`src/rtl/dispatch_mem_ctl_if.sv`:
```
// Bus bundle between the dispatch memory controller and its two requesters:
// the CPU lookup path and the host/debug access path.
//
// Handshakes:
//   cpu  - no flow control. cpu_rd_req is a per-cycle request; cpu_valid
//          rises exactly one cycle later with cpu_data.
//   host - four-phase. Requester raises host_req with host_wr/host_addr/
//          host_wdata stable; controller raises host_ack when the access is
//          done (read data already in host_rdata); requester drops host_req;
//          controller drops host_ack; only then may a new host_req start.
interface dispatch_mem_ctl_if #(
  parameter int AW = 11,
  parameter int DW = 17
);
  logic          cpu_rd_req;
  logic [AW-1:0] cpu_addr;
  logic [DW-1:0] cpu_data;
  logic          cpu_valid;

  logic          host_req;
  logic          host_wr;
  logic [AW-1:0] host_addr;
  logic [DW-1:0] host_wdata;
  logic          host_ack;
  logic [DW-1:0] host_rdata;

  modport master (
    output cpu_rd_req, cpu_addr, host_req, host_wr, host_addr, host_wdata,
    input  cpu_data, cpu_valid, host_ack, host_rdata
  );

  modport slave (
    input  cpu_rd_req, cpu_addr, host_req, host_wr, host_addr, host_wdata,
    output cpu_data, cpu_valid, host_ack, host_rdata
  );
endinterface

```
`src/rtl/dispatch_mem_ctl.sv`:
```
// Dispatch RAM controller. Port A of the dual-port RAM is a read-only CPU
// lookup path passed straight through. Port B is shared between host/debug
// single-word accesses and a full-memory clear engine, sequenced by one FSM.
module dispatch_mem_ctl #(
  parameter int AW = 11,
  parameter int DW = 17
) (
  input  logic          clk,
  input  logic          reset,
  dispatch_mem_ctl_if.slave bus,
  input  logic          clr_start,
  output logic          clr_busy,
  output logic [AW-1:0] ram_addr_a,
  output logic          ram_rden_a,
  output logic [AW-1:0] ram_addr_b,
  output logic [DW-1:0] ram_data_b,
  output logic          ram_wren_b,
  output logic          ram_rden_b,
  input  logic [DW-1:0] ram_q_a,
  input  logic [DW-1:0] ram_q_b,
  output logic [2:0]    state_dbg
);

  typedef enum logic [2:0] {
    S_IDLE  = 3'd0,
    S_CLEAR = 3'd1,
    S_WR    = 3'd2,
    S_RD    = 3'd3,
    S_RDW   = 3'd4,
    S_ACK   = 3'd5
  } state_t;

  state_t        state, state_nxt;
  logic [AW-1:0] clr_cnt;
  logic [AW-1:0] lat_addr;
  logic [DW-1:0] lat_wdata;
  logic [DW-1:0] rdata_q;
  logic          ack_q;
  logic          cpu_valid_q;
  logic          host_accept;

  // CPU lookups never wait on the FSM; port A is wired straight through.
  assign ram_addr_a     = bus.cpu_addr;
  assign ram_rden_a     = bus.cpu_rd_req;
  assign bus.cpu_data   = ram_q_a;
  assign bus.cpu_valid  = cpu_valid_q;
  assign bus.host_ack   = ack_q;
  assign bus.host_rdata = rdata_q;
  assign clr_busy       = (state == S_CLEAR);
  assign state_dbg      = state;

  // A clear request in the same IDLE cycle wins; the host request stays
  // pending on its level and is taken once the clear returns to IDLE.
  assign host_accept = (state == S_IDLE) && !clr_start && bus.host_req;

  // State register.
  always_ff @(posedge clk or posedge reset) begin
    if (reset) state <= S_IDLE;
    else       state <= state_nxt;
  end

  // Next-state and port-B drive.
  always_comb begin
    state_nxt  = state;
    ram_addr_b = lat_addr;
    ram_data_b = lat_wdata;
    ram_wren_b = 1'b0;
    ram_rden_b = 1'b0;
    case (state)
      S_IDLE: begin
        if (clr_start)         state_nxt = S_CLEAR;
        else if (bus.host_req) state_nxt = bus.host_wr ? S_WR : S_RD;
      end
      S_CLEAR: begin
        ram_addr_b = clr_cnt;
        ram_data_b = '0;
        ram_wren_b = 1'b1;
        if (clr_cnt == {AW{1'b1}}) state_nxt = S_IDLE;
      end
      S_WR: begin
        ram_wren_b = 1'b1;
        state_nxt  = S_ACK;
      end
      S_RD: begin
        ram_rden_b = 1'b1;
        state_nxt  = S_RDW;
      end
      S_RDW: state_nxt = S_ACK;
      S_ACK: begin
        // Leave only after the requester has seen ack and released req.
        if (ack_q && !bus.host_req) state_nxt = S_IDLE;
      end
      default: state_nxt = S_IDLE;
    endcase
  end

  // Clear address counter: parked at 0 in IDLE, steps once per CLEAR cycle.
  always_ff @(posedge clk or posedge reset) begin
    if (reset)                  clr_cnt <= '0;
    else if (state == S_IDLE)   clr_cnt <= '0;
    else if (state == S_CLEAR)  clr_cnt <= clr_cnt + 1'b1;
  end

  // Host address/data captured on the accept edge.
  always_ff @(posedge clk or posedge reset) begin
    if (reset) begin
      lat_addr  <= '0;
      lat_wdata <= '0;
    end else if (host_accept) begin
      lat_addr  <= bus.host_addr;
      lat_wdata <= bus.host_wdata;
    end
  end

  // Read data is taken from RAM port B on the RDW exit edge.
  always_ff @(posedge clk or posedge reset) begin
    if (reset)               rdata_q <= '0;
    else if (state == S_RDW) rdata_q <= ram_q_b;
  end

  // host_ack rises one cycle into ACK and falls on the edge that leaves ACK.
  always_ff @(posedge clk or posedge reset) begin
    if (reset)               ack_q <= 1'b0;
    else if (state == S_ACK) ack_q <= !(ack_q && !bus.host_req);
    else                     ack_q <= 1'b0;
  end

  // cpu_valid is the CPU request delayed by the RAM read latency.
  always_ff @(posedge clk or posedge reset) begin
    if (reset) cpu_valid_q <= 1'b0;
    else       cpu_valid_q <= bus.cpu_rd_req;
  end

endmodule
```
`src/flat_wrapper.sv`:
```
// flat-port wrapper written by rule: the top's interface ports become plain ports
module dispatch_mem_ctl_flat 
#(
  parameter int AW = 11,
  parameter int DW = 17
)
  (clk, reset, clr_start, clr_busy, ram_addr_a, ram_rden_a, ram_addr_b, ram_data_b, ram_wren_b, ram_rden_b, ram_q_a, ram_q_b, state_dbg, bus_cpu_rd_req, bus_cpu_addr, bus_host_req, bus_host_wr, bus_host_addr, bus_host_wdata, bus_cpu_data, bus_cpu_valid, bus_host_ack, bus_host_rdata);
  dispatch_mem_ctl_if #(.AW(AW), .DW(DW)) bus_i ();
  input  logic clk;
  input  logic reset;
  input  logic clr_start;
  output logic clr_busy;
  output logic [AW-1:0] ram_addr_a;
  output logic ram_rden_a;
  output logic [AW-1:0] ram_addr_b;
  output logic [DW-1:0] ram_data_b;
  output logic ram_wren_b;
  output logic ram_rden_b;
  input  logic [DW-1:0] ram_q_a;
  input  logic [DW-1:0] ram_q_b;
  output logic [2:0] state_dbg;
  input wire logic [$bits(bus_i.cpu_rd_req)-1:0] bus_cpu_rd_req;
  input wire logic [$bits(bus_i.cpu_addr)-1:0] bus_cpu_addr;
  input wire logic [$bits(bus_i.host_req)-1:0] bus_host_req;
  input wire logic [$bits(bus_i.host_wr)-1:0] bus_host_wr;
  input wire logic [$bits(bus_i.host_addr)-1:0] bus_host_addr;
  input wire logic [$bits(bus_i.host_wdata)-1:0] bus_host_wdata;
  output wire logic [$bits(bus_i.cpu_data)-1:0] bus_cpu_data;
  output wire logic [$bits(bus_i.cpu_valid)-1:0] bus_cpu_valid;
  output wire logic [$bits(bus_i.host_ack)-1:0] bus_host_ack;
  output wire logic [$bits(bus_i.host_rdata)-1:0] bus_host_rdata;
  assign bus_i.cpu_rd_req = bus_cpu_rd_req;
  assign bus_i.cpu_addr = bus_cpu_addr;
  assign bus_i.host_req = bus_host_req;
  assign bus_i.host_wr = bus_host_wr;
  assign bus_i.host_addr = bus_host_addr;
  assign bus_i.host_wdata = bus_host_wdata;
  assign bus_cpu_data = bus_i.cpu_data;
  assign bus_cpu_valid = bus_i.cpu_valid;
  assign bus_host_ack = bus_i.host_ack;
  assign bus_host_rdata = bus_i.host_rdata;
  dispatch_mem_ctl #(.AW(AW), .DW(DW)) u_core (.clk(clk), .reset(reset), .bus(bus_i), .clr_start(clr_start), .clr_busy(clr_busy), .ram_addr_a(ram_addr_a), .ram_rden_a(ram_rden_a), .ram_addr_b(ram_addr_b), .ram_data_b(ram_data_b), .ram_wren_b(ram_wren_b), .ram_rden_b(ram_rden_b), .ram_q_a(ram_q_a), .ram_q_b(ram_q_b), .state_dbg(state_dbg));
endmodule
```
`config.mk`:
```
export PLATFORM = sky130hd
export DESIGN_NAME = dispatch_mem_ctl_flat
export DESIGN_NICKNAME = d
export VERILOG_FILES = /design/src/rtl/dispatch_mem_ctl_if.sv /design/src/rtl/dispatch_mem_ctl.sv /design/src/flat_wrapper.sv
export SDC_FILE = /design/constraint.sdc
export NUM_CORES = 1
export LEC_CHECK = 0
export ABC_AREA = 1
export CORE_MARGIN = 5
export CORE_UTILIZATION = 35
export CTS_BUF_LIST = sky130_fd_sc_hd__clkbuf_16
export DETAILED_ROUTE_END_ITERATION = 16
export PLACE_DENSITY = 0.76
export SYNTH_ARGS = -nofsm -noshare
export SYNTH_HDL_FRONTEND = slang
export SYNTH_SLANG_ARGS = --single-unit
```
`constraint.sdc`:
```
create_clock -name clk -period 2.1 [get_ports clk]
set_input_delay 0.42 -clock clk [delete_from_list [all_inputs] [get_ports clk]]
set_output_delay 0.42 -clock clk [all_outputs]
set_load 0.1 [all_outputs]
```
=== Word level (Yosys, flattened, before mapping) ===
Index checks and enable logic that the tools add are counted.

* Flip-flop bits (word level): 61
* Output and inout port bits: 82
* Word-level logic and storage cells: 41
* Bits of input ports: 79

* Eq/ne operators: 9
* Mux-type cells: 13
* Reductions and logical operators: 11
* Add/sub/neg operators: 1

{| class="wikitable"
|+ Operators by type and width
! cell !! count
|-
| 2-to-1 mux 11 bit || 3
|-
| 2-to-1 mux 17 bit || 1
|-
| one-hot mux 3 bit (5 select lines) || 1
|-
| 2-to-1 mux 3 bit || 4
|-
| adder 11 x 1 -> 11 bit, second input constant || 1
|-
| equality test 11 bit, second input constant || 1
|-
| equality test 3 x 2 -> 1 bit, second input constant || 2
|-
| equality test 3 bit, second input constant || 2
|-
| 2-to-1 mux 1 bit || 4
|-
| inequality test 2 x 1 -> 1 bit, second input constant || 2
|-
| OR reduction 2 bit || 2
|-
| equality test 3 x 1 -> 1 bit, second input constant || 1
|-
| logical AND 1 bit || 3
|-
| zero test 1 bit || 3
|-
| zero test 3 bit || 1
|-
| inequality test 3 bit, second input constant || 1
|-
| AND reduction 3 bit || 1
|-
| nonzero test 2 bit || 1
|}

=== Longest topological paths before layout ===
Gate-level depths: netlist (run 1).

* Depth in word-level cells: 4
* Depth in mapped cells: 8
* Gate-level depth less buffers: 8

=== Least setup slack after synthesis (run 1) ===
No wires, ideal clock.

* Path kind: reg2out
* From: reg u_core.state[1], in the netlist u_core.state_dbg[1]
* To: out ram_addr_b[8]
* Cell stages (with the launch flop): 6
* Arrival: 3.954 ns
* Required time: 1.680 ns
* Path buffers: 1
* Path slack: -2.274 ns
* Path through: dfrtp_1 inv_1 nand2_1 nor2_1 buf_2 o21ai_0

* Longest elaborated chain between the ends: 2

{| class="wikitable"
|+ RTL lines
! item !! RTL line !! text
|-
| start, declared || dispatch_mem_ctl.sv:33 || <nowiki>state_t state, state_nxt;</nowiki>
|-
| start signal, assigned || dispatch_mem_ctl.sv:59 || <nowiki>else state <= state_nxt;</nowiki>
|-
| equality test 3 x 1 -> 1 bit || - ||
|-
| net clr_busy || flat_wrapper.sv:12 || <nowiki>output logic clr_busy;</nowiki>
|-
| 2-to-1 mux 11 bit || dispatch_mem_ctl.sv:69 || <nowiki>case (state)</nowiki>
|-
| end, declared || flat_wrapper.sv:15 || <nowiki>output logic [AW-1:0] ram_addr_b;</nowiki>
|}

The timed path passes the listed nets, and every way through them passes these cells.

=== Worst setup path after layout (run 1) ===
* From: reg u_core.state[2], in the netlist u_core.state_dbg[2]
* To: out ram_addr_b[4]

* Longest elaborated chain between the ends: 2

{| class="wikitable"
|+ RTL lines
! item !! RTL line
|-
| equality test 3 x 1 -> 1 bit || dispatch_mem_ctl.sv:69
|-
| 2-to-1 mux 11 bit || dispatch_mem_ctl.sv:69
|}

Every way passes these cells.

==> results of run 1 <==
[worst min path at each step]
stage	endpoint	cells past startpoint
2_1_floorplan	u_core.bus.cpu_valid$_DFF_PP0_	0
3_3_place_gp	u_core.bus.host_rdata[9]$_DFFE_PP0N_	2
3_5_place_dp	u_core.bus.host_rdata[4]$_DFFE_PP0N_	2
4_1_cts	u_core.lat_addr[8]$_DFFE_PP0P_	2
5_1_grt	u_core.bus.host_rdata[2]$_DFFE_PP0N_	2
6_report	u_core.bus.host_rdata[3]$_DFFE_PP0N_	2
[state kept, by name, summed over array words and instances (netlist names)]
register,cells
u_core.bus.cpu_valid,1
u_core.bus.host_ack,1
u_core.bus.host_rdata,17
u_core.clr_cnt,11
u_core.lat_addr,11
u_core.lat_wdata,17
u_core.state_dbg,3
[placed cells by master, fill, tap and decap left out, types with 4 or more instances in the layout]
| cell | netlist | layout |
|---|---|---|
| clkinvlp_4 | 0 | 17 |
| buf_4 | 30 | 26 |
| nand2_1 | 136 | 133 |
| o21ai_2 | 20 | 20 |
| inv_1 | 66 | 50 |
| nand3_1 | 11 | 10 |
| o21ai_4 | 0 | 9 |
| clkinv_1 | 0 | 4 |
| clkdlybuf4s50_1 | 0 | 50 |
| a21oi_1 | 7 | 6 |
| clkbuf_16 | 0 | 10 |
| nor2_4 | 3 | 4 |
| nor2_1 | 15 | 14 |
| o21ai_0 | 19 | 10 |
| buf_12 | 0 | 35 |
| dfrtp_1 | 61 | 58 |
[through the flow]
step | util [%] | instances | instance area, µm² | setup TNS [ps]
floorplan | - | 398 | 3430 | -930
global placement | 52.5 | 573 | 4600 | 0
detailed placement | 52.5 | 573 | 4600 | 0
CTS | 55.5 | 591 | 4870 | 0
global route | 56.0 | 592 | 4900 | -23.4
finish | 56.0 | 592 | 4900 | 0
[cells by family (layout without fill, tap and decap cells)]
group,after synthesis,in the layout
xor gates and xnor gates,1,1
AOI/OAI and AO/OA,51,51
adders and majority gates,1,1
and+or+nand+nor,173,173
DFF,61,61
buffers and inverters,111,197
[critical path: cells and delay by family (launching register included)]
family / cells / cell delay [ps]
DFF: 1 / 450
and+or+nand+nor: 2 / 230
AOI/OAI and AO/OA: 1 / 140
buffers and inverters: 3 / 480
[area by class of cell]
cell class,count,share of cell area [%]
Clock buffer,9,4.59
Multi-Input combinational cell,226,25.3
Sequential cell,61,31.2
Timing Repair Buffer,112,29.0
Inverter,69,6.68
Clock inverter,7,0.536
Tap cell,108,2.76
[timing repair]
action | 4_1_cts | 5_1_grt
resized for setup | 0 | 2
buffers inserted | 2 | 0
setup endpoints to repair | 1 | 9
hold buffers | 0 | 0
cloned | 0 | 1
[per-layer routing]
metal | up-vias | GRT usage (%) | share of wire (%)
li1 | 1339 | - | -
met1 | 1242 | 16.8 | 39
met2 | 104 | 24.6 | 50
met3 | 11 | 7.58 | 9.7
met4 | 0 | 5.02 | 1.2
met5 | - | 0 | 0
[cell usage after synthesis, drive strengths merged]
library cell    n  area (µm²)
a21oi           7        35.0
buf            40         300
clkbuf          2        8.75
dfrtp          61        1530
ha              1        12.5
inv            69         259
nand2         137         522
nand3          11        55.1
nand4           2        12.5
nor2           18        90.1
nor3            4        31.3
o21ai          40         275
o21bai          2        15.0
o22ai           2        12.5
or3             1        6.26
xnor2           1        8.76
==> metrics.log, run 1 <==
[metrics] Worst R2R Setup Slack: 480 ps
[metrics] number of buffers between clock root and the deepest sink: 2
[metrics] Worst Slack Setup Final: 48.7 ps
[metrics] clock buffer count from CTS: 9
[metrics] clk slew on worst S/H paths: 50 ps
[metrics] post-placement setup slack: 316 ps
[metrics] unique cell type count in the Yosys netlist: 25
[metrics] Detailed Route Iter0 Violations: 114
[metrics] critical path launch point: u_core.state_dbg[2]$_DFFE_PP0P_
[metrics] Synth Area in XOR/XNOR: 0.276%
[metrics] critical path endpoint category: output pin
[metrics] Die Wd: 105 µm
[metrics] number of pins with negative max-slew slack in the final report: 0
[metrics] layout overhead on the synthesized area: 54.7%
[metrics] cells after synthesis: 398
[metrics] remaining global-route overflow: 0
[metrics] flip-flop and latch area: 1530 µm²
[metrics] post-synthesis sequential element count: 61
[metrics] worst stage delay on the critical path: 450 ps
[metrics] total global routing track utilization: 14.9%
[metrics] max-capacitance violation count: 0
[metrics] global-route wire length before repair: 13500 µm
[metrics] Synthesized Nets: 478
[metrics] Compound-Gate Fraction of Synth Area: 10.7%
[metrics] worst setup path endpoint: ram_addr_b[4]
[metrics] hold crit path type: in2async
[metrics] area of the placeable core: 8760 µm²
[metrics] number of nets in the layout: 559
[metrics] Reg2Reg Capture Point: u_core.state_dbg[0]$_DFFE_PP0P_
[metrics] # rows: 34
[metrics] worst-case headroom to the max-slew limit: 70.9%
[metrics] routed length per instance: 13.4 µm
[metrics] # IOs: 161
[metrics] TritonCTS clock tree: done
[metrics] number of warning messages in the yosys log: 0
[metrics] multiplexer share of the synthesized area: 0%
[metrics] CP dominant cell by count: buf_12
[metrics] slowest CP cell: dfrtp_2
[metrics] worst path cell trace: inv_4 -> nand3_4 -> buf_12 -> nor2_4 -> o21bai_4 -> buf_12
[metrics] number of detailed-routing iterations run before antenna repair: 4
[metrics] cell area after synthesis: 3170 µm²
[metrics] fill count: 798
[metrics] number of H-tree levels: 3
[metrics] number of antenna violations at the first check in global routing: 0
[metrics] number of nets with antenna violations after routing: 0
[metrics] vias per std cell: 4.55
[metrics] Post-Synth Simple-Gate Area: 22.6%
[metrics] DRC violation count after routing: 0
[metrics] run status: complete, no violations
[metrics] min Tclk post-route: 2050 ps
[metrics] final setup fails: 0
[metrics] gpl congestion: 0.836
[metrics] main combinational cell family by area after synthesis: simple AND/OR/NAND/NOR gates
[metrics] Crit Path Max Fanout: 19
[metrics] kind of critical path: reg2out
[metrics] WP data required: 1680 ps
[metrics] routed wire length: 7940 µm
[metrics] length in cells of the worst reg-to-reg path: 6
[metrics] sink count of the clock tree: 61
[metrics] Adder-Cell Fraction of Synth Area: 0.395%
[metrics] worst setup skew after layout: 4.35 ps
[metrics] portion of the post-synthesis area used by sequential elements: 48.1%
[metrics] Worst Setup Start Kind: flop
[metrics] Vias: 2696
[metrics] portion of the clock cycle consumed by the worst path in the final layout: 97.7%
[metrics] number of buffers inserted by port buffering: 104
[metrics] Worst-Margin Slew: 433 ps
[metrics] maximum number of pins on one net before global-route repair: 58
[metrics] total area of multi-input combinational cells: 1240 µm²
[metrics] initial standard-cell utilization of the core: 36.2%
[metrics] die height: 105 µm
[metrics] Avg Inst Size Synth: 7.97 µm²
[metrics] layout cells sized above 1: 28.5%
[metrics] peak clock frequency supported by timing: 488 MHz
[metrics] Antenna diodes: 0
[metrics] clock latency reported for the late side of the worst-skew pair: 320 ps
[metrics] Die ar.: 11100 µm²
[metrics] startpoint of the lowest-slack register-to-register path: u_core.clr_cnt[0]$_DFFE_PP0P_
[metrics] worst hold slack across all endpoints: 404 ps
[metrics] final number of hold-violating endpoints: 0
[metrics] Clock Tree Root: clkbuf_16
[metrics] RSZ-0062 raised after global routing: yes
[metrics] arrival time of data at the critical path endpoint: 1630 ps
[metrics] via count of the first global-routing pass: 2891
[metrics] sum of net half-perimeters after detailed placement: 5890 µm
Power of run 1 is not shown: default switching activity piles up to over one toggle a cycle in this logic, so the estimate is an artifact.
==> inputs of run 2 (changes only) <==
Settings changed: CORE_ASPECT_RATIO from default to 0.5, SETUP_SLACK_MARGIN from default to 0.4, SLEW_MARGIN from default to 15.
==> run 2 against run 1 <==
Fmax shrank 0.15%. Hold slack gained 64 ps. First-iteration DRC count grew 90%. Setup slack lost 3.0 ps. Register-to-register slack lost 120 ps. Global-route usage grew 2.0 points. Clock-buffer cell count is the same. Non-clock buffer count grew 27. Clock skew is essentially flat. Highest routed layer unchanged. Die area grew 1.0%. Cell area grew 9.8%.
==> metrics.log, run 2 (synthesized netlist as in run 1, its figures left out) <==
[metrics] run status: complete, no violations
[metrics] number of buffers inserted by port buffering: 104
[metrics] min Tclk post-route: 2050 ps
[metrics] Worst Slack Setup Final: 45.7 ps
[metrics] total global routing track utilization: 17.0%
[metrics] Worst-Margin Slew: 368 ps
[metrics] post-placement setup slack: 338 ps
[metrics] post-route non-filler standard cell count: 628
[metrics] area of the placeable core: 8770 µm²
[metrics] Crit path max-delay family: buffers and inverters
[metrics] critical path endpoint category: output pin
[metrics] die height: 77.3 µm
[metrics] RSZ-0062 raised after global routing: yes
[metrics] number of detailed-routing iterations run before antenna repair: 4
[metrics] sink count of the clock tree: 61
[metrics] number of buffer and inverter instances along the worst setup path: 4
[metrics] total area of multi-input combinational cells: 1280 µm²
[metrics] Antenna diodes: 0
[metrics] Worst Setup Start Kind: flop
[metrics] Vias: 2932
[metrics] arrival time of data at the critical path endpoint: 1630 ps
[metrics] initial standard-cell utilization of the core: 36.2%
[metrics] maximum number of pins on one net before global-route repair: 62
[metrics] Inst Count DP: 584
[metrics] number of antenna violations at the first check in global routing: 0
[metrics] number of pins with negative max-slew slack in the final report: 0
[metrics] layout cells sized above 1: 35.6%
[metrics] TritonCTS clock tree: done
[metrics] commonest non-fill, non-tap cell in the layout: nand2_1
[metrics] flip-flop and latch area: 1530 µm²
[metrics] kind of critical path: reg2out
[metrics] worst hold slack across all endpoints: 468 ps
[metrics] Clock Tree Root: clkbuf_16
[metrics] via count of the first global-routing pass: 2960
[metrics] final setup fails: 0
[metrics] Detailed Route Iter0 Violations: 217
[metrics] final number of hold-violating endpoints: 0
[metrics] core utilization of the finished layout: 61.4%
[metrics] fill count: 682
[metrics] routed length per instance: 16.1 µm
[metrics] number of buffers between clock root and the deepest sink: 2
[metrics] clock latency reported for the late side of the worst-skew pair: 330 ps
[metrics] Die Wd: 145 µm
[metrics] Crit Path Max Fanout: 11
[metrics] layout overhead on the synthesized area: 69.9%
[metrics] # IOs: 161
[metrics] worst-case headroom to the max-slew limit: 75.5%
[metrics] portion of the clock cycle consumed by the worst path in the final layout: 97.8%
[metrics] CP dominant cell by count: buf_12
[metrics] worst setup skew after layout: 4.00 ps
[metrics] peak clock frequency supported by timing: 487 MHz
[metrics] hold buffers post-CTS: 0
[metrics] DRC violation count after routing: 0
[metrics] worst stage delay on the critical path: 430 ps
[metrics] # rows: 24
[metrics] remaining global-route overflow: 0
[metrics] gpl congestion: 0.829
[metrics] clock buffer count from CTS: 9
[metrics] worst path cell trace: inv_4 -> nand3_4 -> buf_12 -> buf_16 -> nand2_1 -> o21ai_4 -> buf_12
[metrics] WP data required: 1680 ps
[metrics] number of H-tree levels: 3
[metrics] hold crit path type: reg2reg
[metrics] routed wire length: 10100 µm
[metrics] number of nets with antenna violations after routing: 0
[metrics] clk slew on worst S/H paths: 50 ps
[metrics] max-capacitance violation count: 0
[metrics] vias per std cell: 4.67
[metrics] global-route wire length before repair: 14800 µm
[metrics] number of nets in the layout: 586
[metrics] sum of net half-perimeters after detailed placement: 5820 µm
[metrics] commonest cells after routing, fill and taps aside: nand2_1 (124), dfrtp_1 (58), clkdlybuf4s50_1 (50)
[metrics] slowest CP cell: dfrtp_2
[metrics] Die ar.: 11200 µm²
==> run 2: changes by cell type in the layout (fill, tap and decap cells not counted), sizes merged <==
cell	delta
bufinv	+2
buf	+24
inv	-3
clkbuf	+3
clkinvlp	+1
==> run 2: worst min-delay path: stages, from the launching register on <==
cell     delay [ps]
dfrtp_1         340
nand2_1          50
nand2_1          40
==> run 2: per-stage QoR <==
stage,setup TNS (ps),instance area (µm²)
2_1_floorplan,-930,3430
6_report,0,5390
3_3_place_gp,0,4630
4_1_cts,0,5180
5_1_grt,0,5390
3_5_place_dp,0,4630
==> run 2: area by class of cell <==
cell class | instances | area share [%]
sequential | 61 | 28.4
clock inverter | 7 | 1.51
multi-input combinational | 226 | 23.8
inverter | 69 | 6.29
timing repair buffer | 139 | 33.1
clock buffer | 9 | 4.18
tap | 117 | 2.72
==> run 2: per-layer routing <==
metal | routed length [µm] | track usage (%)
met2 | 5110 | 28.2
met1 | 4040 | 19.5
met4 | 312 | 7.26
met3 | 680 | 6.65
met5 | 0 | 0
==> run 2: what timing repair did <==
action	CTS	global route
gates cloned	2	7
endpoints found under the setup margin	31	63
buffers inserted	16	3
gates resized for setup	17	16
endpoints found under the hold margin	0	0
pin swaps	5	6
==> run 2: worst paths after layout <==
| check | to | slack, ps | from | cells after the start |
|---|---|---|---|---|
| worst max register to register | u_core.lat_wdata[7]$_DFFE_PP0P_ | 360 | u_core.state_dbg[0]$_DFFE_PP0P_ | 8 |
| min in group asynchronous | u_core.bus.host_rdata[16]$_DFFE_PP0N_ | 520 | reset | 3 |
| worst max-delay path | ram_addr_b[9] | 50 | u_core.state_dbg[1]$_DFFE_PP0P_ | 7 |
| worst min-delay path | u_core.bus.host_rdata[4]$_DFFE_PP0N_ | 470 | u_core.bus.host_rdata[4]$_DFFE_PP0N_ | 2 |
| worst min register to register | u_core.bus.host_rdata[4]$_DFFE_PP0N_ | 470 | u_core.bus.host_rdata[4]$_DFFE_PP0N_ | 2 |
| max in group asynchronous | u_core.state_dbg[0]$_DFFE_PP0P_ | 1280 | reset | 3 |
Power of run 2 is left out for the same reason.
==> inputs of run 3 (changes only) <==
Settings changed: GPL_ROUTABILITY_DRIVEN from default to 0.
==> results of run 3 <==
Final layout, timing and power as in run 2 (identical DEF).
Power of run 3 is left out for the same reason.
